===== config.mk =====
export PLATFORM = sky130hd
export DESIGN_NAME = greater_sweeper
export DESIGN_NICKNAME = d
export VERILOG_FILES = /design/src/rtl/greater_sweeper.sv
export SDC_FILE = /design/constraint.sdc
export NUM_CORES = 1
export LEC_CHECK = 0
export CAP_MARGIN = 20
export CORE_MARGIN = 2
export CORE_UTILIZATION = 30
export DETAILED_ROUTE_END_ITERATION = 16
export PLACE_DENSITY = 0.62
export SYNTH_ARGS = -nofsm -noshare
export SYNTH_HDL_FRONTEND = slang
export SYNTH_SLANG_ARGS = --single-unit

===== constraint.sdc =====
create_clock -name clk -period 5.2 [get_ports clk]
set_input_delay 1.3 -clock clk [delete_from_list [all_inputs] [get_ports clk]]
set_output_delay 1.3 -clock clk [all_outputs]
set_load 0.005 [all_outputs]

===== src/rtl/greater_sweeper.sv =====
// Operand sequencer that walks every {a, b} combination through an external
// comparator, records its truth table and scores it against an a > b model.
module greater_sweeper #(
    parameter int WIDTH = 2,
    parameter int DWELL = 4,
    localparam int N = 2 ** (2 * WIDTH)
) (
    input  logic                 clk,
    input  logic                 rst,
    input  logic                 start,
    output logic [WIDTH-1:0]     a,
    output logic [WIDTH-1:0]     b,
    input  logic                 f,
    output logic                 busy,
    output logic                 done,
    output logic [N-1:0]         result_table,
    output logic [2*WIDTH:0]     ones_count,
    output logic [2*WIDTH:0]     err_count,
    output logic [2*WIDTH-1:0]   first_err
);

    localparam int IW = 2 * WIDTH;
    localparam int CW = (DWELL > 1) ? $clog2(DWELL) : 1;
    localparam logic [CW-1:0] LAST_CNT = CW'(DWELL - 1);
    localparam logic [IW-1:0] LAST_IDX = IW'(N - 1);

    typedef enum logic [1:0] {
        IDLE  = 2'd0,
        DRIVE = 2'd1,
        FIN   = 2'd2
    } state_t;

    state_t          state;
    logic [IW-1:0]   idx;
    logic [CW-1:0]   cnt;

    // Reference result for the pair currently on the operand bus.
    function automatic logic golden(input logic [IW-1:0] i);
        return (i[IW-1:WIDTH] > i[WIDTH-1:0]);
    endfunction

    // The index register is the operand bus itself, so a and b are registered.
    assign a = idx[IW-1:WIDTH];
    assign b = idx[WIDTH-1:0];

    // Sweep sequencer, sampling and statistics.
    always_ff @(posedge clk or posedge rst) begin
        if (rst) begin
            state        <= IDLE;
            idx          <= '0;
            cnt          <= '0;
            busy         <= 1'b0;
            done         <= 1'b0;
            result_table <= '0;
            ones_count   <= '0;
            err_count    <= '0;
            first_err    <= '0;
        end else begin
            case (state)
                IDLE: begin
                    done <= 1'b0;
                    if (start) begin
                        state        <= DRIVE;
                        busy         <= 1'b1;
                        idx          <= '0;
                        cnt          <= '0;
                        result_table <= '0;
                        ones_count   <= '0;
                        err_count    <= '0;
                        first_err    <= '0;
                    end else begin
                        busy <= 1'b0;
                    end
                end
                DRIVE: begin
                    if (cnt == LAST_CNT) begin
                        result_table[idx] <= f;
                        if (f) begin
                            ones_count <= ones_count + (IW+1)'(1);
                        end
                        // Only the earliest mismatch is remembered.
                        if (f != golden(idx)) begin
                            err_count <= err_count + (IW+1)'(1);
                            if (err_count == '0) begin
                                first_err <= idx;
                            end
                        end
                        if (idx == LAST_IDX) begin
                            state <= FIN;
                            busy  <= 1'b0;
                            done  <= 1'b1;
                        end else begin
                            idx <= idx + IW'(1);
                            cnt <= '0;
                        end
                    end else begin
                        cnt <= cnt + CW'(1);
                    end
                end
                FIN: begin
                    state <= IDLE;
                    busy  <= 1'b0;
                    done  <= 1'b0;
                end
                default: begin
                    state <= IDLE;
                    busy  <= 1'b0;
                    done  <= 1'b0;
                end
            endcase
        end
    end

endmodule

==> impl_results.md, run 1 <==
- Status: finished, final reports clean
- Final nets: 271
- Vias after detailed routing: 1790
- Setup CP Type: reg2out
- WP buf/inv: 1
- Ys flop type: dfrtp_1
- Synth Register Bits: 40
- Crit path max fanout: 15
- Diodes inserted: 0
- Worst hold path class: reg2reg
- Vias in the first global route: 1770
- Clock Root Buffer: clkbuf_8
- Total core area: 0.006869 mm2
- Row count: 30
- IO buf count: 39
- Fraction of layout cells with a size suffix above 1: 8.171%
- Synth warnings: 0
- CP max stage delay: around 0.66 ns
- Period utilization: between 50% and 60%
- Int Pwr: between 0.9 and 1 mW
- Net Count, Synth: 238
- Worst path required time: approximately 3.9 ns
- Sequential-to-total area share from yosys stat: 46.38%
- Antenna viol nets, final: 0
- P_leak: 1.202 nW
- Via density: 5.071
- Area Overhead vs Synth: 23.77%
- Clock power frac: between 10 and 15%
- Crit path max-delay family: flip-flops
- Tmin final: 2.849 ns
- RD Place Congestion: 0.7398
- First-pass GRT wire length: 8631 um
- Synthesized area per cell: roughly 9.6 um2
- Maximum VDD drop: 0.1686 mV
- Post-CTS sizing: 0
- Post-synth ARST share: 100.0%
- Peak Freq: 351.0 MHz
- Total grt overflow: 0
- Seq pwr share: 36.3%
- Pwr Density: 589.9 mW/mm2
- Switch share: 40.30%
- Slew headroom: 62.36%
- Number of synthesized flops with an enable pin: 0
- Buffer depth of the longest clock path: 2
- Worst path cell trace: clkdlybuf4s50_1
- Max cap viols: 0
- Post-route DRC: 0
- Final WL: 5140 um
- Clock Skew: 0.006354 ns
- Crit path capture type: output port
- Pin count of the biggest net entering global routing: 41
- Worst Setup Start Kind: register
- Die Ht: 88.82 um
- Layout Utilization: about two fifths
- Sw power: 0.6350 mW
- Postcts setup bufs: 0
- Comb power frac: 51.4%
- Fin. max-slew vios: 0
- Post-CTS Hold Fix Bufs: 0
- CTS tree: yes
- Clock slew at reported path FFs: 0.07 ns
- Avg WL per Cell: 14.56 um
- Clock sinks: 40
- Die width: 88.82 um
- Initial antenna violation count: 0
- Final Hold Vio Count: 0
- Total negative slack: 0 ns
- Hpwl dp: 3602 um
- Syn Inst Count: 224
- H-tree lvl count: 2
- Starting Density: about a third
- I/O Pins: 40
- CP arrival: about 1.6 ns
- First-pass DRT Iterations: 4
- Synth cell types: 46
- GRT Overall Usage: 13.94%
- Critical path's slowest cell: dfrtp_1
- Num CTS Buffers: 5
- Worst-Margin Slew: approximately 0.56 ns
- Netlist Area Pre-Place: 0.002158 mm2
- DR iter-0 viols: roughly 100
- Total die area: 0.007889 mm2
- Clock Latency Late Sink: 0.29 ns
- Final setup vio count: 0
- RSZ-0062 raised after global routing: no
==> path summary, 6_finish.rpt <==
kind                          start          endpoint  slack, ns  cells past startpoint
max                          idx[3]              a[1]       2.35                      1
max reg2reg                state[0]  result_table[11]       2.92                      4
max in group asynchronous       rst      err_count[4]       3.41                      3
min                            busy              busy       0.50                      2
min reg2reg                    busy              busy       0.50                      2
min in group asynchronous       rst      first_err[1]       1.44                      3
==> final cells by class <==
class / instances / area, um2
clock buffers: 6 / 72.57
clock inverters: 1 / 5.005
fillers: 708 / 4198
inverters: 10 / 37.54
multi-input cells: 160 / 1037
flip-flops and latches: 40 / 1001
well taps: 96 / 120.1
repair buffers: 40 / 397.9
==> cell usage in the layout, fill, tap and decap left out, drive strengths merged <==
cell type,synthesis,layout
dfrtp,40,40
clkdlybuf4s50,0,39
nand2,25,25
o21ai,18,18
a21oi,14,14
nor2,13,13
nand3,11,11
inv,10,10
a21bo,10,10
ha,10,10
a22o,6,6
clkbuf,4,6
o22ai,5,5
a21o,4,4
nor2b,4,4
nor3,4,4
and3,4,4
o21a,3,3
o22a,3,3
nand2b,2,2
o211ai,2,2
or4,2,2
mux2i,2,2
xnor2,2,2
or2,2,2
o31ai,2,2
o2bb2ai,1,1
nor4b,1,1
o211a,1,1
o2111ai,1,1
nand3b,1,1
o2111a,1,1
or2b,1,1
a211oi,1,1
and4,1,1
o32ai,1,1
a31oi,1,1
nor4,1,1
clkinv,0,1
buf,10,1
==> routing by layer <==
metal / up-vias / part of all wire (%) / track usage [%] / routed length, um
met5: - / 0 / 0 / 0
met1: 882 / 49 / 19.91 / 2541
met4: 0 / 0.88 / 4.132 / 45
li1: 866 / - / - / -
met3: 4 / 3.7 / 2.519 / 191
met2: 38 / 46 / 21.57 / 2362
==> flip-flops by register name (all words and copies together) (netlist names) <==
register	count
busy	1
cnt	2
state	2
err_count	5
idx	4
ones_count	5
first_err	4
done	1
result_table	16
==> synthesized netlist by cell type, types with 2 or more instances <==
master    count  area share, %
a21bo_2      10            4.6
a21o_1        4            1.4
a21oi_1      14            3.2
a22o_1        6            2.4
and3_1        4            1.2
buf_1         3           0.52
buf_2         3           0.70
buf_6         3            1.6
clkbuf_1      4           0.70
dfrtp_1      40             46
ha_1         10            5.8
inv_1        10            1.7
mux2i_1       2           0.93
nand2_1      25            4.3
nand2b_1      2           0.58
nand3_1      10            2.3
nor2_1       13            2.3
nor2b_1       4            1.2
nor3_1        4           0.93
o211ai_1      2           0.70
o21a_1        3            1.0
o21ai_0      13            3.0
o21ai_1       4           0.93
o22a_1        3            1.2
o22ai_1       5            1.4
or4_1         2           0.70
xnor2_1       2           0.81
==> worst reg2reg max path: cells and delay by family (launching register included) <==
kind / cells / cell delay [ns]
simple gates: 3 / 1.36
flops: 1 / 0.63
compound gates: 1 / 0.24
==> through the flow <==
stage	hold WS [ns]	setup slack (ns)	cells	area [um2]	power, mW
floorplan	0.4603	2.937	224	2158	1.052
global placement	0.4766	2.218	346	2594	1.369
detailed placement	0.4773	2.198	346	2594	1.389
CTS	0.5000	2.360	353	2671	1.591
global route	0.5244	2.281	353	2671	1.711
finish	0.4986	2.351	353	2671	1.576
==> kinds of logic after synthesis <==
group                      after synthesis  synth area share [%]
muxes                                    2                0.9276
adders and majority gates               10                 5.797
buffers and inverters                   24                 5.565
DFF                                     40                 46.38
AOI/OAI and AO/OA                       74                 24.23
and+or+nand+nor                         72                 16.29
xor gates and xnor gates                 2                0.8117
==> power by group through the flow <==
stage                     Combinational, mW  Sequential (mW)  Clock [mW]
after floorplan                       0.512            0.541           0
after global placement                0.792            0.577           0
after detailed placement              0.812            0.577           0
after CTS                             0.816            0.573       0.202
after global routing                  0.900            0.595       0.215
final                                 0.810            0.572       0.194
No activity file was read; power rests on OpenSTA's default activity.
==> run 2, diff against run 1 <==
PLACE_DENSITY = 0.64   (was 0.62)
clock period = 2.6 ns   (was 5.2 ns; I/O delays follow)
==> run 2 against run 1 <==
Clock-buffer cell count rose by 2. Largest cell class unchanged. Utilization grew 0.84 points. Sequential share of layout area down 0.79 points. Non-clock buffer count rose by 6. Highest routed layer unchanged. Hold slack worse by 0.0073 ns. Power grew 110%. Combinational power increased by 110%. Final area rose by 2.2%. Flip-flop and latch count did not move. Die area is the same.
==> impl_results.md, run 2 (synthesis results as in run 1) <==
- Avg WL per Cell: 14.19 um
- Most flops, register: result_table
- Clock sinks: 40
- Period utilization: 81.03%
- Total core area: slightly below 0.007 mm2
- First-pass DRT Iterations: 4
- Met1 Track Usage GR: 19.34%
- Clock Skew: ~0.0054 ns
- Worst hold path class: reg2reg
- Final setup vio count: 0
- Slew headroom: a little over three fifths
- Post-CTS Hold Fix Bufs: 0
- H-tree lvl count: 2
- Worst hold slack: between 0.4 and 0.5 ns
- Die width: approximately 90 um
- Fin. max-slew vios: 0
- Switch share: between 30% and 40%
- Via density: 5.025
- Final instance area: around 0.0027 mm2
- Die Ht: 88.82 um
- Post-route DRC: 0
- Worst path required time: 2.82 ns
- Antenna viol nets, final: 0
- Placed Area: roughly 0.0026 mm2
- Status: finished, final reports clean
- Tmin final: 2.107 ns
- Postcts setup bufs: 0
- Final nets: 277
- Worst Setup Start Kind: register
- Max cap viols: 0
- Hpwl dp: 3612 um
- Vias after detailed routing: between 1.5k and 2k
- Peak Freq: between 400 and 500 MHz
- Diodes inserted: 0
- First-pass GRT wire length: between 8000 and 9000 um
- Total grt overflow: 0
- RD Place Congestion: 0.7328
- Vias in the first global route: ~1.7k
- Grt peak-use layer: met2
- Final Hold Vio Count: 0
- CTS tree: yes
- Maximum VDD drop: 0.3084 mV
- Worst-Margin Slew: 0.5579 ns
- Setup CP Type: reg2reg
- I/O Pins: 40
- Clock Root Buffer: clkbuf_8
- GRT Overall Usage: 13.51%
- Final WL: 5110 um
- RSZ-0062 raised after global routing: no
- P_leak: 1.235 nW
- Clock slew at reported path FFs: 0.08 ns
- Pwr Density: 1191 mW/mm2
- DR iter-0 viols: 85
- Met2 Use GR: 20.62%
- Clock Latency Late Sink: 0.29 ns
- Most frequent cells in the layout: dfrtp_1 (40), clkdlybuf4s50_1 (39), nand2_1 (25)
- GRT met3 Usage: 2.985%
- IO buf count: 39
- Comb power frac: 53.3%
- Max FFs per register: 16
- Commonest non-fill, non-tap cell in the layout: dfrtp_1
- Sw power: 1.278 mW
- Starting Density: 31.42%
- Total die area: 0.007889 mm2
- Area Overhead vs Synth: 26.43%
- Largest registers: result_table: 16 flops, err_count: 5 flops, ones_count: 5 flops
- Clock power frac: 13.2%
- Crit path max fanout: 7
- Buffer depth of the longest clock path: 2
- Num CTS Buffers: 5
- Post-CTS sizing: 0
- Total negative slack: 0 ns
- Fraction of layout cells with a size suffix above 1: 10.23%
- CP arrival: 2.33 ns
- Initial antenna violation count: 0
- Int Pwr: 1.973 mW
- Crit path capture type: register
- Pin count of the biggest net entering global routing: 41
- Seq pwr share: 33.5%
- Row count: 30
run 2: changes by cell type in the layout (fill, tap and decap cells not counted):
cell	delta
clkbuf_1	+1
buf_4	+6
clkbuf_8	+1
clkinv_2	-1
run 2: critical path, cell delays in order (launching register included):
cell,delay (ns)
dfrtp_1,0.45
inv_1,0.22
ha_1,0.30
nor2b_1,0.16
o21a_1,0.25
o31ai_2,0.43
mux2i_1,0.23
run 2: through the flow:
stage / total power, mW / worst slack (ns) / utilization, % / std cells
after floorplan: 2.104 / 0.7914 / - / 224
after global placement: 2.807 / 0.3310 / 38.42 / 352
after detailed placement: 2.843 / 0.3301 / 38.42 / 352
after CTS: 3.287 / 0.4818 / 39.73 / 360
after global routing: 3.528 / 0.3436 / 39.73 / 360
final: 3.251 / 0.4932 / 39.73 / 360
run 2: power groups by stage:
stage               combinational [mW]  sequential, mW  clock (mW)
finish                            1.73            1.09       0.429
global route                      1.94            1.12       0.465
CTS                               1.75            1.09       0.444
detailed placement                1.74            1.10           0
global placement                  1.71            1.10           0
floorplan                         1.02            1.08           0
run 2: cell type report:
class | instances | area [um2]
well taps | 96 | 120.1
fillers | 714 | 4140
flip-flops and latches | 40 | 1001
repair buffers | 46 | 442.9
clock buffers | 8 | 90.09
inverters | 10 | 37.54
multi-input cells | 160 | 1037
run 2: final timing paths:
path                        start          endpoint  slack (ns)  depth (start not counted)
setup reg to reg           idx[1]      err_count[1]        0.49                          6
setup / recovery           idx[1]      err_count[1]        0.49                          6
hold / removal               busy              busy        0.49                          2
min in group asynchronous     rst      first_err[1]        0.79                          3
max in group asynchronous     rst  result_table[11]        1.47                          3
hold reg to reg              busy              busy        0.49                          2
run 2: metal layers:
metal	wire [um]	vias to the layer above
met4	49	0
li1	-	879
met5	0	-
met3	186	6
met1	2555	893
met2	2319	31
==> run 3, diff against run 2 <==
PLACE_DENSITY = 0.62   (was 0.64)
clock period = 2 ns   (was 2.6 ns; I/O delays follow)
==> run 3 against run 2 <==
Cell count increased by 4.4%. Clock power increased by 33%. Sequential share of layout area decreased by 1.7 points.
==> impl_results.md, run 3 (synthesis results as in run 1) <==
- Largest registers: result_table: 16 flops, err_count: 5 flops, ones_count: 5 flops
- P_leak: roughly 1.3 nW
- IO buf count: 39
- Most frequent cells in the layout: dfrtp_1 (40), clkdlybuf4s50_1 (39), nand2_1 (25)
- H-tree lvl count: 2
- Int Pwr: approximately 2.8 mW
- Switch share: 38.62%
- Total die area: 0.007889 mm2
- Final setup vio count: 0
- Post-route DRC: 0
- Postcts setup bufs: 0
- Clock slew at reported path FFs: 0.08 ns
- Row count: 30
- Num CTS Buffers: 5
- Hpwl dp: between 3000 and 4000 um
- Crit path capture type: output port
- Vias in the first global route: approximately 1.8k
- Die Ht: 88.82 um
- Setup CP Type: reg2out
- Avg WL per Cell: 14.09 um
- First-pass GRT wire length: about 9000 um
- CP arrival: approximately 1.4 ns
- Comb power frac: 56.2%
- Diodes inserted: 0
- Status: finished, final reports clean
- Final nets: 293
- Vias after detailed routing: 1839
- Final WL: 5299 um
- RSZ-0062 raised after global routing: no
- Initial antenna violation count: 0
- Clock sinks: 40
- Footprint of the multi-input gates: 0.001044 mm2
- Period utilization: 94.37%
- Slew headroom: roughly two thirds
- Clock Root Buffer: clkbuf_8
- Clock Skew: approximately 0.0042 ns
- Total grt overflow: 0
- CTS tree: yes
- Seq pwr share: approximately 31%
- Fraction of layout cells with a size suffix above 1: 16.43%
- Max cap viols: 0
- Worst Setup Start Kind: register
- Peak Freq: approximately 530 MHz
- Area Overhead vs Synth: 32.41%
- Die width: ~89 um
- Max FFs per register: 16
- Clock power frac: around an eighth
- Reg area: 0.001001 mm2
- Starting Density: 31.42%
- GRT Overall Usage: 14.87%
- Maximum VDD drop: 0.3900 mV
- I/O Pins: 40
- Total core area: about 0.0069 mm2
- Worst-Margin Slew: 0.5138 ns
- Commonest non-fill, non-tap cell in the layout: dfrtp_1
- Pin count of the biggest net entering global routing: 41
- Crit path max fanout: 14
- Final instance area: 0.002858 mm2
- Worst hold path class: reg2reg
- First-pass DRT Iterations: 5
- DR iter-0 viols: 102
- Tmin final: around 1.9 ns
- Filler cells: 698
- Pwr Density: 1568 mW/mm2
- Clock Latency Late Sink: around 0.30 ns
- Sw power: 1.731 mW
- Fin. max-slew vios: 0
- Worst path required time: 1.50 ns
- Buffer depth of the longest clock path: 2
- Via density: 4.891
- Worst hold slack: 0.4875 ns
- RD Place Congestion: slightly below 0.8
- Placed Area: 0.002759 mm2
- Final Hold Vio Count: 0
- Most flops, register: result_table
- Antenna viol nets, final: 0
run 3: per-stage QoR:
step | power, mW | std cells | utilization, % | setup TNS, ns | setup slack [ns]
2_1_floorplan | 2.736 | 224 | - | 0 | 0.1914
3_3_place_gp | 3.883 | 368 | 40.16 | -0.3789 | -0.04085
3_5_place_dp | 3.919 | 368 | 40.16 | -0.8550 | -0.08252
4_1_cts | 4.513 | 376 | 41.51 | 0 | 0.1039
5_1_grt | 4.894 | 376 | 41.60 | 0 | 0.005033
6_report | 4.481 | 376 | 41.60 | 0 | 0.1126
run 3: cell type report:
| class | count | area share [%] |
|---|---|---|
| inverter | 10 | 1.313 |
| clock buffer | 6 | 2.890 |
| sequential | 40 | 35.03 |
| clock inverter | 2 | 0.3503 |
| timing repair buffer | 62 | 19.70 |
| tap | 96 | 4.203 |
| multi-input combinational | 160 | 36.51 |
run 3: path summary, 6_finish.rpt:
path,start,endpoint,slack [ns],cells past startpoint
max,idx[3],a[1],0.11,2
min,busy,busy,0.49,2
max reg2reg,idx[3],first_err[0],0.15,5
min reg2reg,busy,busy,0.49,2
max in group asynchronous,rst,state[1],1.01,3
min in group asynchronous,rst,first_err[2],0.63,3
run 3: what timing repair did:
item | 4_1_cts | 5_1_grt
hold buffers | 0 | 0
resized for setup | 0 | 1
setup endpoints to repair | 0 | 4
run 3: power by group through the flow:
stage          combinational (mW)  clock [mW]  sequential, mW
3_5_place_dp                 2.51           0            1.41
3_3_place_gp                 2.48           0            1.40
5_1_grt                      2.82       0.627            1.45
4_1_cts                      2.52       0.589            1.40
6_report                     2.52       0.570            1.39
2_1_floorplan                1.33           0            1.41
run 3: metal layers:
layer  routed length, um  vias to the layer above  track usage (%)
met4                  85                        0            5.785
met3                 211                        7            2.985
met5                   0                        -                0
met1                2610                      880            20.61
li1                    -                      913                -
met2                2391                       39            22.80
run 3: worst max-delay path, cell delays in order (launching register included):
cell and delay (ns):
dfrtp_1 0.37, buf_4 0.20, clkdlybuf4s50_1 0.52
